==> config.mk <==
export PLATFORM = sky130hd
export DESIGN_NAME = div_ratio_ctrl
export DESIGN_NICKNAME = d
export VERILOG_FILES = /design/src/rtl/div_ctrl_pkg.sv /design/src/rtl/div_cfg_shadow.sv /design/src/rtl/div_ratio_ctrl.sv
export SDC_FILE = /design/constraint.sdc
export NUM_CORES = 1
export LEC_CHECK = 0
export CORE_MARGIN = 2
export CORE_UTILIZATION = 30
export DETAILED_ROUTE_END_ITERATION = 16
export PLACE_DENSITY = 0.49
export SLEW_MARGIN = 20
export SYNTH_ARGS = -nofsm -noshare
export SYNTH_HDL_FRONTEND = slang
export SYNTH_SLANG_ARGS = --single-unit
==> constraint.sdc <==
create_clock -name clk -period 6.4 [get_ports clk]
set_input_delay 1.28 -clock clk [delete_from_list [all_inputs] [get_ports clk]]
set_output_delay 1.28 -clock clk [all_outputs]
set_load 0.005 [all_outputs]
==> src/rtl/div_ctrl_pkg.sv <==
// div_ctrl_pkg: shared types, defaults and ratio helper for the divider controller
package div_ctrl_pkg;

    typedef enum logic [1:0] {IDLE, RUN, STOPPING} state_t;

    localparam int CNT_W_DEF   = 4;
    localparam int DEF_DIV_DEF = 1;

    // High-phase length H = (N+1)>>1 with N = code+1; odd N gets the extra cycle high
    function automatic int unsigned half_ratio(input int unsigned code);
        return (code + 2) >> 1;
    endfunction

endpackage

==> src/rtl/div_cfg_shadow.sv <==
// div_cfg_shadow: one-deep ratio shadow register with valid/ready, illegal-code flag and copy strobe
module div_cfg_shadow
    import div_ctrl_pkg::*;
#(
    parameter int CNT_W = CNT_W_DEF
) (
    input  logic             clk,
    input  logic             rst,
    input  logic             cfg_valid,
    input  logic [CNT_W-1:0] cfg_div,
    input  logic             boundary,
    output logic             cfg_ready,
    output logic             cfg_err,
    output logic             copy,
    output logic [CNT_W-1:0] shadow_div
);

    logic             full_q, full_d;
    logic             err_q, err_d;
    logic [CNT_W-1:0] sh_q, sh_d;
    logic             accept;

    // Accept when empty; code 0 is swallowed and flagged, a legal code fills the shadow until the core copies it
    always_comb begin
        accept = cfg_valid && !full_q;
        copy   = full_q && boundary;
        full_d = copy ? 1'b0 : (accept && cfg_div != '0) ? 1'b1 : full_q;
        sh_d   = (accept && cfg_div != '0) ? cfg_div : sh_q;
        err_d  = accept && cfg_div == '0;
    end

    // Shadow state registers; reset drops any pending ratio
    always_ff @(posedge clk or posedge rst) begin
        if (rst) begin
            full_q <= 1'b0;
            err_q  <= 1'b0;
            sh_q   <= '0;
        end else begin
            full_q <= full_d;
            err_q  <= err_d;
            sh_q   <= sh_d;
        end
    end

    assign cfg_ready  = !full_q;
    assign cfg_err    = err_q;
    assign shadow_div = sh_q;

endmodule

==> src/rtl/div_ratio_ctrl.sv <==
// div_ratio_ctrl: run/stop FSM, period counter and glitch-free ratio update for the frequency divider
module div_ratio_ctrl
    import div_ctrl_pkg::*;
#(
    parameter int CNT_W   = CNT_W_DEF,
    parameter int DEF_DIV = DEF_DIV_DEF
) (
    input  logic             clk,
    input  logic             rst,
    input  logic             start,
    input  logic             stop,
    input  logic             cfg_valid,
    input  logic [CNT_W-1:0] cfg_div,
    output logic             cfg_ready,
    output logic             cfg_err,
    output logic [CNT_W-1:0] syscnt,
    output logic             tick,
    output logic             div_out,
    output logic             running
);

    state_t           state_q, state_d;
    logic [CNT_W-1:0] cnt_q, cnt_d;
    logic [CNT_W-1:0] act_q, act_d;
    logic             tick_q, tick_d;
    logic             div_q, div_d;
    logic             run_q, run_d;
    logic [CNT_W:0]   h;
    logic             wrap, boundary, copy;
    logic [CNT_W-1:0] sh_div;

    // The active code is N-1, so the period ends when the count equals it
    assign wrap     = (state_q != IDLE) && (cnt_q == act_q);
    assign boundary = (state_q == IDLE) || wrap;

    div_cfg_shadow #(.CNT_W(CNT_W)) u_shadow (
        .clk        (clk),
        .rst        (rst),
        .cfg_valid  (cfg_valid),
        .cfg_div    (cfg_div),
        .boundary   (boundary),
        .cfg_ready  (cfg_ready),
        .cfg_err    (cfg_err),
        .copy       (copy),
        .shadow_div (sh_div)
    );

    // Next state, count and ratio; outputs are derived from the next values so they register cleanly
    always_comb begin
        unique case (state_q)
            IDLE:     state_d = (start && !stop) ? RUN : IDLE;
            RUN:      state_d = stop ? STOPPING : RUN;
            STOPPING: state_d = (start && !stop) ? RUN : (wrap ? IDLE : STOPPING);
            default:  state_d = IDLE;
        endcase
        cnt_d  = (state_q == IDLE || wrap) ? '0 : cnt_q + 1'b1;
        act_d  = copy ? sh_div : act_q;
        h      = (CNT_W+1)'(half_ratio(32'(act_d)));
        run_d  = state_d != IDLE;
        tick_d = run_d && (cnt_d == act_d);
        div_d  = run_d && ({1'b0, cnt_d} < h);
    end

    // Core registers, all outputs included
    always_ff @(posedge clk or posedge rst) begin
        if (rst) begin
            state_q <= IDLE;
            cnt_q   <= '0;
            act_q   <= CNT_W'(DEF_DIV);
            tick_q  <= 1'b0;
            div_q   <= 1'b0;
            run_q   <= 1'b0;
        end else begin
            state_q <= state_d;
            cnt_q   <= cnt_d;
            act_q   <= act_d;
            tick_q  <= tick_d;
            div_q   <= div_d;
            run_q   <= run_d;
        end
    end

    assign syscnt  = cnt_q;
    assign tick    = tick_q;
    assign div_out = div_q;
    assign running = run_q;

endmodule
==> summary.txt, run 1 <==
=====================================================================================
Final count of hold timing violations                                               0
Power after layout                                                             641 uW
Relative max-transition margin                                                  0.522
Endpoint kind of the worst setup timing path                                flip-flop
Critical path cell sequence                                              xnor2_1 > a41o_2 > nand2_2 > mux2_2 > ha_1 > xnor2_1 > ha_1 > a21o_1 > a21oi_1 > and3_1
Clock tree root driver cell                                                  clkbuf_4
Area of the die                                                             4120 um^2
Reg2reg path depth                                                                 10
Number of filler instances in the final layout                                    354
Top cell type by total area after synthesis                                   dfrtp_1
Area fraction of the dominant cell type after synthesis                         0.414
Worst slew pin tran                                                          0.716 ns
Hold buffers post-CTS                                                               0
Launch instance of the worst min-delay path                                state_q[1]
First-pass iteration count of the detailed router                                   4
Worst Clk Skew                                                             0.00325 ns
Post-Place Worst Slack                                                        3.63 ns
Average cell area after synthesis                                           10.5 um^2
Aggregate routed wire length                                                  2200 um
Sequential fraction of the synthesis area                                       0.438
CTS Buffer Depth                                                                    2
Source of the worst register-to-register timing path                         act_q[0]
# H-tree levels                                                                     1
Core ar.                                                                    3420 um^2
First DRT Iteration DRCs                                                           19
Number of standard cells after synthesis                                          104
Setup-violating endpoint count in the final report                                  0
Min cycle time layout                                                         2.79 ns
Fraction of layout cells with a size suffix above 1                             0.116
Placed Area                                                                 1290 um^2
Area share of xor/xnor cells in the synthesized design                         0.0713
Largest net degree at the start of global routing                                  20
Area growth, synth to finish                                                    20.9%
Detail Route Antenna Nets                                                           0
Die width                                                                     64.2 um
Area of all sequential standard cells                                        477 um^2
Final #Nets                                                                       136
Hold WC Path Type                                                             reg2reg
Leading register cell type out of synthesis                                   dfrtp_1
Pleak                                                                     0.000560 uW
Post-CTS setup buffers                                                              0
Post-layout instance area                                                   1320 um^2
Synth Area in Simple Gates                                                      0.154
Num CTS Buffers                                                                     3
Count of input and output buffers                                                  17
Cells on Worst Hold Path                                                            1
Mux share of post-synthesis cell area                                          0.0748
Power density cells                                                       487 nW/um^2
Cell area after synthesis                                                   1090 um^2
Global-route wire length before repair                                        4040 um
FF-to-FF setup slack                                                          3.61 ns
Initial Util                                                                    0.318
EDFF count, synth                                                                   0
Maximum clock frequency                                                     0.358 GHz
Final RePlAce weighted congestion                                               0.744
Post-route DRC violation count                                                      0
Compound-gate portion of the synthesized area                                   0.159
Critical path's largest stage delay                                           0.61 ns
Most repeated cell in the gate-level netlist after synthesis                  dfrtp_1
Number of register bits inferred by synthesis                                      19
Least setup slack across all paths after layout                               3.61 ns
Maximum Capacitance Violations                                                      0
Worst setup startpoint                                                       act_q[0]
Crit path required time                                                       6.64 ns
Post-CTS Resized                                                                    0
Crit path DAT                                                                 3.03 ns
Total number of vias                                                              814
WL per Instance                                                               13.2 um
Combined area of the multi-input logic cells                                 562 um^2
Total global-route track usage                                                  0.124
Netlist cell types                                                                 43
Global-route congestion overflow total                                              0
Yosys Warn Count                                                                    0
Post-detail-place hpwl                                                        1660 um
Crit start category                                                         flip-flop
Final setup TNS                                                                  0 ns
Insertion delay of the later-clocked pin in the worst-skew pair               0.29 ns
Largest family of logic cells by synthesized area                        compound AO/OA/AOI/OAI gates
Crit-path max FO                                                                   12
Avg Vias per Cell                                                                4.87
Number of antenna repair diodes                                                     0
Max stage delay cell, worst path                                              dfstp_2
CTS sink cnt                                                                       19
Clock-pin slew of the registers on the worst-case setup and hold paths        0.11 ns
WS Path Type                                                                  reg2reg
Dominant cells by area after synthesis                                   dfrtp_1 41%, ha_1 5.8%, mux2_2 5.2%
Post-Synth Adder-Cell Area                                                     0.0575
Initial antenna violation count                                                     0
Worst IR Drop VDD                                                            0.177 mV
Io pins                                                                            18
Vertical extent of the die                                                    64.2 um
Outcome                                                                  complete, no violations
Post-synth ARST share                                                            1.00
Via count of the first global-routing pass                                        858
Count of pins over their slew limit                                                 0
Synth cell count leaders                                                 18 x dfrtp_1, 8 x nor2_1, 6 x inv_1, 6 x nand2_1, 6 x xnor2_1
Share of the clock period used by the worst path                                0.436
RSZ-0062 raised after global routing                                               no
Syn_nets                                                                          118
Row count                                                                          21
CTS tree                                                                          yes
=====================================================================================
sequential cells by signal, summed over array words and instances (netlist names):
register	flops
tick	1
u_shadow.full_q	1
u_shadow.shadow_div	4
running	1
div_out	1
state_q	2
syscnt	4
act_q	4
u_shadow.cfg_err	1
cell type report:
| cell class | instances | share of cell area |
|---|---|---|
| inverters | 6 | 0.0171 |
| well taps | 46 | 0.0438 |
| repair buffers | 17 | 0.129 |
| flip-flops and latches | 19 | 0.363 |
| multi-input cells | 75 | 0.427 |
| clock buffers | 4 | 0.0200 |
placed cells by master, fill, tap and decap left out, types with 2 or more instances in the layout:
cell,n
inv_1,6
or4_1,2
ha_1,5
nor2b_1,2
mux2_2,5
nand2_1,6
nand2b_1,2
dfrtp_1,18
clkdlybuf4s50_1,17
clkbuf_4,3
o21ai_0,2
nand3_1,2
nor2_1,8
xnor2_1,6
a22o_1,3
and3_1,2
a21oi_1,5
nor3_1,2
critical path: cells and delay by family, from the launching register on:
kind | cells | cell delay, ns
adders and majority gates | 2 | 0.47
and+or+nand+nor | 2 | 0.35
DFF | 1 | 0.61
AOI/OAI and AO/OA | 3 | 0.68
muxes | 1 | 0.37
xor gates and xnor gates | 2 | 0.27
worst paths after layout:
check / endpoint
setup reg to reg: div_out
max in group asynchronous: syscnt[1]
hold reg to reg: state_q[0]
min in group asynchronous: u_shadow.cfg_err
setup / recovery: div_out
hold / removal: state_q[0]
through the flow:
step / hold slack, ns / util / cells
after floorplan: 0.477 / - / 104
after global placement: 0.514 / 0.377 / 163
after detailed placement: 0.527 / 0.377 / 163
after CTS: 0.549 / 0.385 / 167
after global routing: 0.587 / 0.385 / 167
final: 0.539 / 0.385 / 167
report_power, final:
part	total (uW)	internal, uW	switching [uW]	leakage [uW]
combinational	334	184	150	0.000307
sequential	245	172	72.6	0.000238
clock	61.7	24.2	37.4	0.0000150
total	641	380	260	0.000560
logic make-up (layout without fill, tap and decap cells):
kind of cell,after synthesis,count (layout)
fa+ha+maj,5,5
simple gates,32,32
buf+inv,10,27
xor+xnor,8,8
flops,19,19
compound gates,23,23
mux,7,7
metal layers:
metal / vias to the layer above / routed length [um] / track usage
met3: 2 / 68 / 0.0229
met1: 389 / 1090 / 0.170
met2: 10 / 1020 / 0.193
met5: - / 0 / 0
li1: 413 / - / -
met4: 0 / 22 / 0.0479
Note: power is estimated with default switching activity, not from simulation.
==> inputs of run 2 (changes only) <==
==> constraint.sdc (replaced) <==
create_clock -name clk -period 2.8 [get_ports clk]
set_input_delay 0.56 -clock clk [delete_from_list [all_inputs] [get_ports clk]]
set_output_delay 0.56 -clock clk [all_outputs]
set_load 0.005 [all_outputs]
==> summary.txt, run 2 (same netlist as run 1, synthesis figures left out) <==
=====================================================================================
Hold WC Path Type                                                             reg2reg
Maximum Capacitance Violations                                                      0
Final Non-Filler Cells                                                            175
Global-route wire length before repair                                        4170 um
Final RePlAce weighted congestion                                               0.733
Clock tree root driver cell                                                  clkbuf_4
Worst slew pin tran                                                          0.732 ns
Avg Vias per Cell                                                                4.91
Pleak                                                                     0.000608 uW
Outcome                                                                  complete, no violations
Number of cells in the design after placement                                     169
Final #Nets                                                                       144
CTS tree                                                                          yes
Post-Place Worst Slack                                                       0.179 ns
Crit path DAT                                                                 2.84 ns
Reg2reg path depth                                                                 10
Post-route DRC violation count                                                      0
Post-detail-place hpwl                                                        1840 um
Endpoint kind of the worst setup timing path                                flip-flop
WS Path Type                                                                  reg2reg
Hold buffers post-CTS                                                               0
Worst Clk Skew                                                             0.00212 ns
Power after layout                                                            1570 uW
First DRT Iteration DRCs                                                           33
Min cycle time layout                                                         2.60 ns
Setup-violating endpoint count in the final report                                  0
CTS Buffer Depth                                                                    2
Count of pins over their slew limit                                                 0
Number of antenna repair diodes                                                     0
Crit start category                                                         flip-flop
Initial Util                                                                    0.318
Io pins                                                                            18
First-pass iteration count of the detailed router                                   4
Crit-path max FO                                                                    7
Least setup slack across all paths after layout                              0.201 ns
Vertical extent of the die                                                    64.2 um
Largest net degree at the start of global routing                                  20
Worst IR Drop VDD                                                            0.412 mV
Share of the core filled with cells in the final layout                         0.404
Cells on Worst Hold Path                                                            1
Total global-route track usage                                                  0.132
Maximum clock frequency                                                     0.385 GHz
Relative max-transition margin                                                  0.512
Total number of vias                                                              859
Area growth, synth to finish                                                    27.0%
Insertion delay of the later-clocked pin in the worst-skew pair               0.30 ns
Row count                                                                          21
Power density cells                                                      1140 nW/um^2
Die width                                                                     64.2 um
Clock-pin slew of the registers on the worst-case setup and hold paths        0.11 ns
Highest-count cells in the layout ignoring fill and taps                 18 x dfrtp_1, 17 x clkdlybuf4s50_1, 8 x nor2_1, 8 x buf_4
RSZ-0062 raised after global routing                                               no
CTS sink cnt                                                                       19
Fraction of layout cells with a size suffix above 1                             0.178
Via count of the first global-routing pass                                        874
Crit path required time                                                       3.04 ns
Final count of hold timing violations                                               0
Most common cell after layout, fill and taps aside                            dfrtp_1
Num CTS Buffers                                                                     3
Area of the die                                                             4120 um^2
Share of the clock period used by the worst path                                0.928
Initial antenna violation count                                                     0
Detail Route Antenna Nets                                                           0
Final setup TNS                                                                  0 ns
WL per Instance                                                               13.6 um
Core ar.                                                                    3420 um^2
Count of input and output buffers                                                  17
Aggregate routed wire length                                                  2380 um
Global-route congestion overflow total                                              0
# H-tree levels                                                                     1
=====================================================================================
-- run 2: changes by cell type in the layout (fill, tap and decap cells not counted), sizes merged --
cell	delta
buf	+8
clkbuf	-1
clkinv	+1
-- run 2: layer usage --
layer,GRT usage,vias to the layer above,share of wire
met4,0.0559,0,0.0076
li1,-,435,-
met5,0,-,0
met3,0.0299,2,0.043
met1,0.179,406,0.49
met2,0.201,16,0.46
-- run 2: worst max-delay path, stage by stage (launching register included) --
cell,delay (ns)
dfstp_2,0.59
xnor2_1,0.08
a41o_2,0.30
nand2_4,0.11
mux2_2,0.35
ha_1,0.20
xnor2_1,0.17
ha_1,0.26
a21o_1,0.19
a21oi_1,0.13
and3_1,0.16
-- run 2: power breakdown --
part / total, uW / internal, uW / switching (uW)
combinational: 916 / 493 / 423
clock: 141 / 53.2 / 87.5
sequential: 512 / 394 / 119
total: 1570 / 940 / 629
-- run 2: metrics by stage --
stage,instance area [um^2],hold WS [ns]
2_1_floorplan,1090,0.477
3_3_place_gp,1330,0.513
3_5_place_dp,1330,0.529
4_1_cts,1360,0.555
5_1_grt,1380,0.599
6_report,1380,0.544
-- run 2: cell type report --
cell class                 count  area [um^2]
timing repair buffer          25          230
clock inverter                 1         5.00
fill                         347         2030
tap                           46         57.6
multi-input combinational     75          567
sequential                    19          477
clock buffer                   3         22.5
inverter                       6         22.5
-- run 2: final timing paths --
kind / from / endpoint / slack [ns]
worst max register to register: act_q[0] / div_out / 0.20
worst min-delay path: state_q[1] / state_q[0] / 0.54
min in group asynchronous: rst / act_q[1] / 0.67
worst max-delay path: act_q[0] / div_out / 0.20
worst min register to register: state_q[1] / state_q[0] / 0.54
max in group asynchronous: rst / running / 1.67
-- run 2: repair_timing --
item	CTS	global route
setup endpoints to repair	0	1
resized for setup	0	1
buffers inserted	0	2
==> inputs of run 3 (changes only) <==
--- a/config.mk
+++ b/config.mk
@@ -6,9 +6,9 @@
 export NUM_CORES = 1
 export LEC_CHECK = 0
 export CORE_MARGIN = 2
-export CORE_UTILIZATION = 30
+export CORE_UTILIZATION = 39
 export DETAILED_ROUTE_END_ITERATION = 16
-export PLACE_DENSITY = 0.49
+export PLACE_DENSITY = 0.61
 export SLEW_MARGIN = 20
 export SYNTH_ARGS = -nofsm -noshare
 export SYNTH_HDL_FRONTEND = slang
==> summary.txt, run 3 (same netlist as run 1, synthesis figures left out) <==
=====================================================================================
Most common cell after layout, fill and taps aside                            dfrtp_1
Worst slew pin tran                                                          0.730 ns
Max layer used                                                                   met4
CTS Buffer Depth                                                                    2
Cells on Worst Hold Path                                                            1
Pleak                                                                     0.000614 uW
Avg Vias per Cell                                                                5.44
Share of the clock period used by the worst path                                0.933
Global-route congestion overflow total                                              0
Post-route DRC violation count                                                      0
Maximum clock frequency                                                     0.383 GHz
Endpoint of the worst-slack reg-to-reg timing path                            div_out
Crit path DAT                                                                 2.85 ns
First-pass iteration count of the detailed router                                   4
Aggregate routed wire length                                                  2390 um
Fraction of layout cells with a size suffix above 1                             0.200
Worst Clk Skew                                                             0.00350 ns
Endpoint kind of the worst setup timing path                                flip-flop
Initial Util                                                                    0.401
Final setup TNS                                                                  0 ns
Area growth, synth to finish                                                    26.9%
Count of pins over their slew limit                                                 0
CTS sink cnt                                                                       19
Area of the die                                                             3230 um^2
First DRT Iteration DRCs                                                           19
FF-to-FF setup slack                                                          0.19 ns
Hold WC Path Type                                                             reg2reg
Clock-pin slew of the registers on the worst-case setup and hold paths        0.11 ns
Met2 Wirelength                                                               1180 um
Vertical extent of the die                                                    56.8 um
Total number of vias                                                              876
Detailed-route wire length on metal 1                                         1080 um
CTS tree                                                                          yes
Initial antenna violation count                                                     0
Detail Route Antenna Nets                                                           0
Amount of wire on met3 after detailed routing                                  102 um
Outcome                                                                  complete, no violations
Share of the core filled with cells in the final layout                         0.509
WL per Instance                                                               14.8 um
Global-route wire length before repair                                        4210 um
Crit path capture                                                             div_out
Io pins                                                                            18
Crit start category                                                         flip-flop
Final count of hold timing violations                                               0
Number of antenna repair diodes                                                     0
Power density cells                                                      1170 nW/um^2
Largest net degree at the start of global routing                                  20
Via count of the first global-routing pass                                        912
Worst setup startpoint                                                       act_q[0]
Reg2reg path depth                                                                 10
Highest-count cells in the layout ignoring fill and taps                 18 x dfrtp_1, 17 x clkdlybuf4s50_1, 9 x buf_4
Num CTS Buffers                                                                     3
Insertion delay of the later-clocked pin in the worst-skew pair               0.29 ns
Final #Nets                                                                       145
Die width                                                                     56.8 um
Count of input and output buffers                                                  17
Core ar.                                                                    2710 um^2
Min cycle time layout                                                         2.61 ns
Relative max-transition margin                                                  0.513
Total global-route track usage                                                  0.166
Setup-violating endpoint count in the final report                                  0
Maximum Capacitance Violations                                                      0
RSZ-0062 raised after global routing                                               no
Source of the worst register-to-register timing path                         act_q[0]
Post-detail-place hpwl                                                        1790 um
Clock tree root driver cell                                                  clkbuf_4
Worst IR Drop VDD                                                            0.582 mV
# H-tree levels                                                                     1
WS Path Type                                                                  reg2reg
Crit-path max FO                                                                    8
Final RePlAce weighted congestion                                               0.811
Crit path required time                                                       3.03 ns
Row count                                                                          19
=====================================================================================
-- run 3: power by group --
part	total [uW]	switching, uW	internal (uW)
clock	138	84.8	53.2
combinational	966	443	523
sequential	515	121	394
-- run 3: area by class of cell --
type | instances | area, um^2
fill | 269 | 1330
sequential | 19 | 477
inverter | 6 | 22.5
clock buffer | 3 | 22.5
multi-input combinational | 75 | 577
tap | 31 | 38.8
timing repair buffer | 26 | 238
clock inverter | 1 | 5.00
-- run 3: worst min-delay path by stage --
stage | startpoint | end
6_report | state_q[1] | state_q[0]
4_1_cts | state_q[1] | state_q[0]
2_1_floorplan | u_shadow.shadow_div[2] | u_shadow.shadow_div[2]
3_3_place_gp | state_q[1] | state_q[0]
5_1_grt | state_q[1] | state_q[0]
3_5_place_dp | u_shadow.shadow_div[2] | u_shadow.shadow_div[2]
-- run 3: worst max-delay path, stage by stage (launching register included) --
cell	delay, ns
dfstp_2	0.61
xnor2_1	0.10
a41o_2	0.25
nand2_4	0.10
mux2_2	0.36
ha_2	0.21
xnor2_2	0.13
ha_1	0.30
a21o_1	0.18
a21oi_1	0.13
and3_1	0.18
-- run 3: metal layers --
layer,vias to the layer above,GRT usage
li1,430,-
met1,418,0.208
met2,24,0.291
met3,4,0.0438
met4,0,0.0299
met5,-,0
-- run 3: metrics by stage --
stage | instance area (um^2) | power, uW | hold slack, ns | std cells | worst slack (ns)
after CTS | 1340 | 1560 | 0.546 | 158 | 0.0893
after global routing | 1380 | 1760 | 0.589 | 161 | 0.0400
final | 1380 | 1620 | 0.538 | 161 | 0.186
after floorplan | 1090 | 1120 | 0.477 | 104 | 0.191
after detailed placement | 1320 | 1410 | 0.524 | 154 | 0.126
after global placement | 1320 | 1390 | 0.507 | 154 | 0.228
-- run 3: what timing repair did --
action	in CTS	in global routing
endpoints found under the hold margin	0	0
hold buffers	0	0
resized for setup	0	3
endpoints found under the setup margin	0	1
buffers inserted	0	3
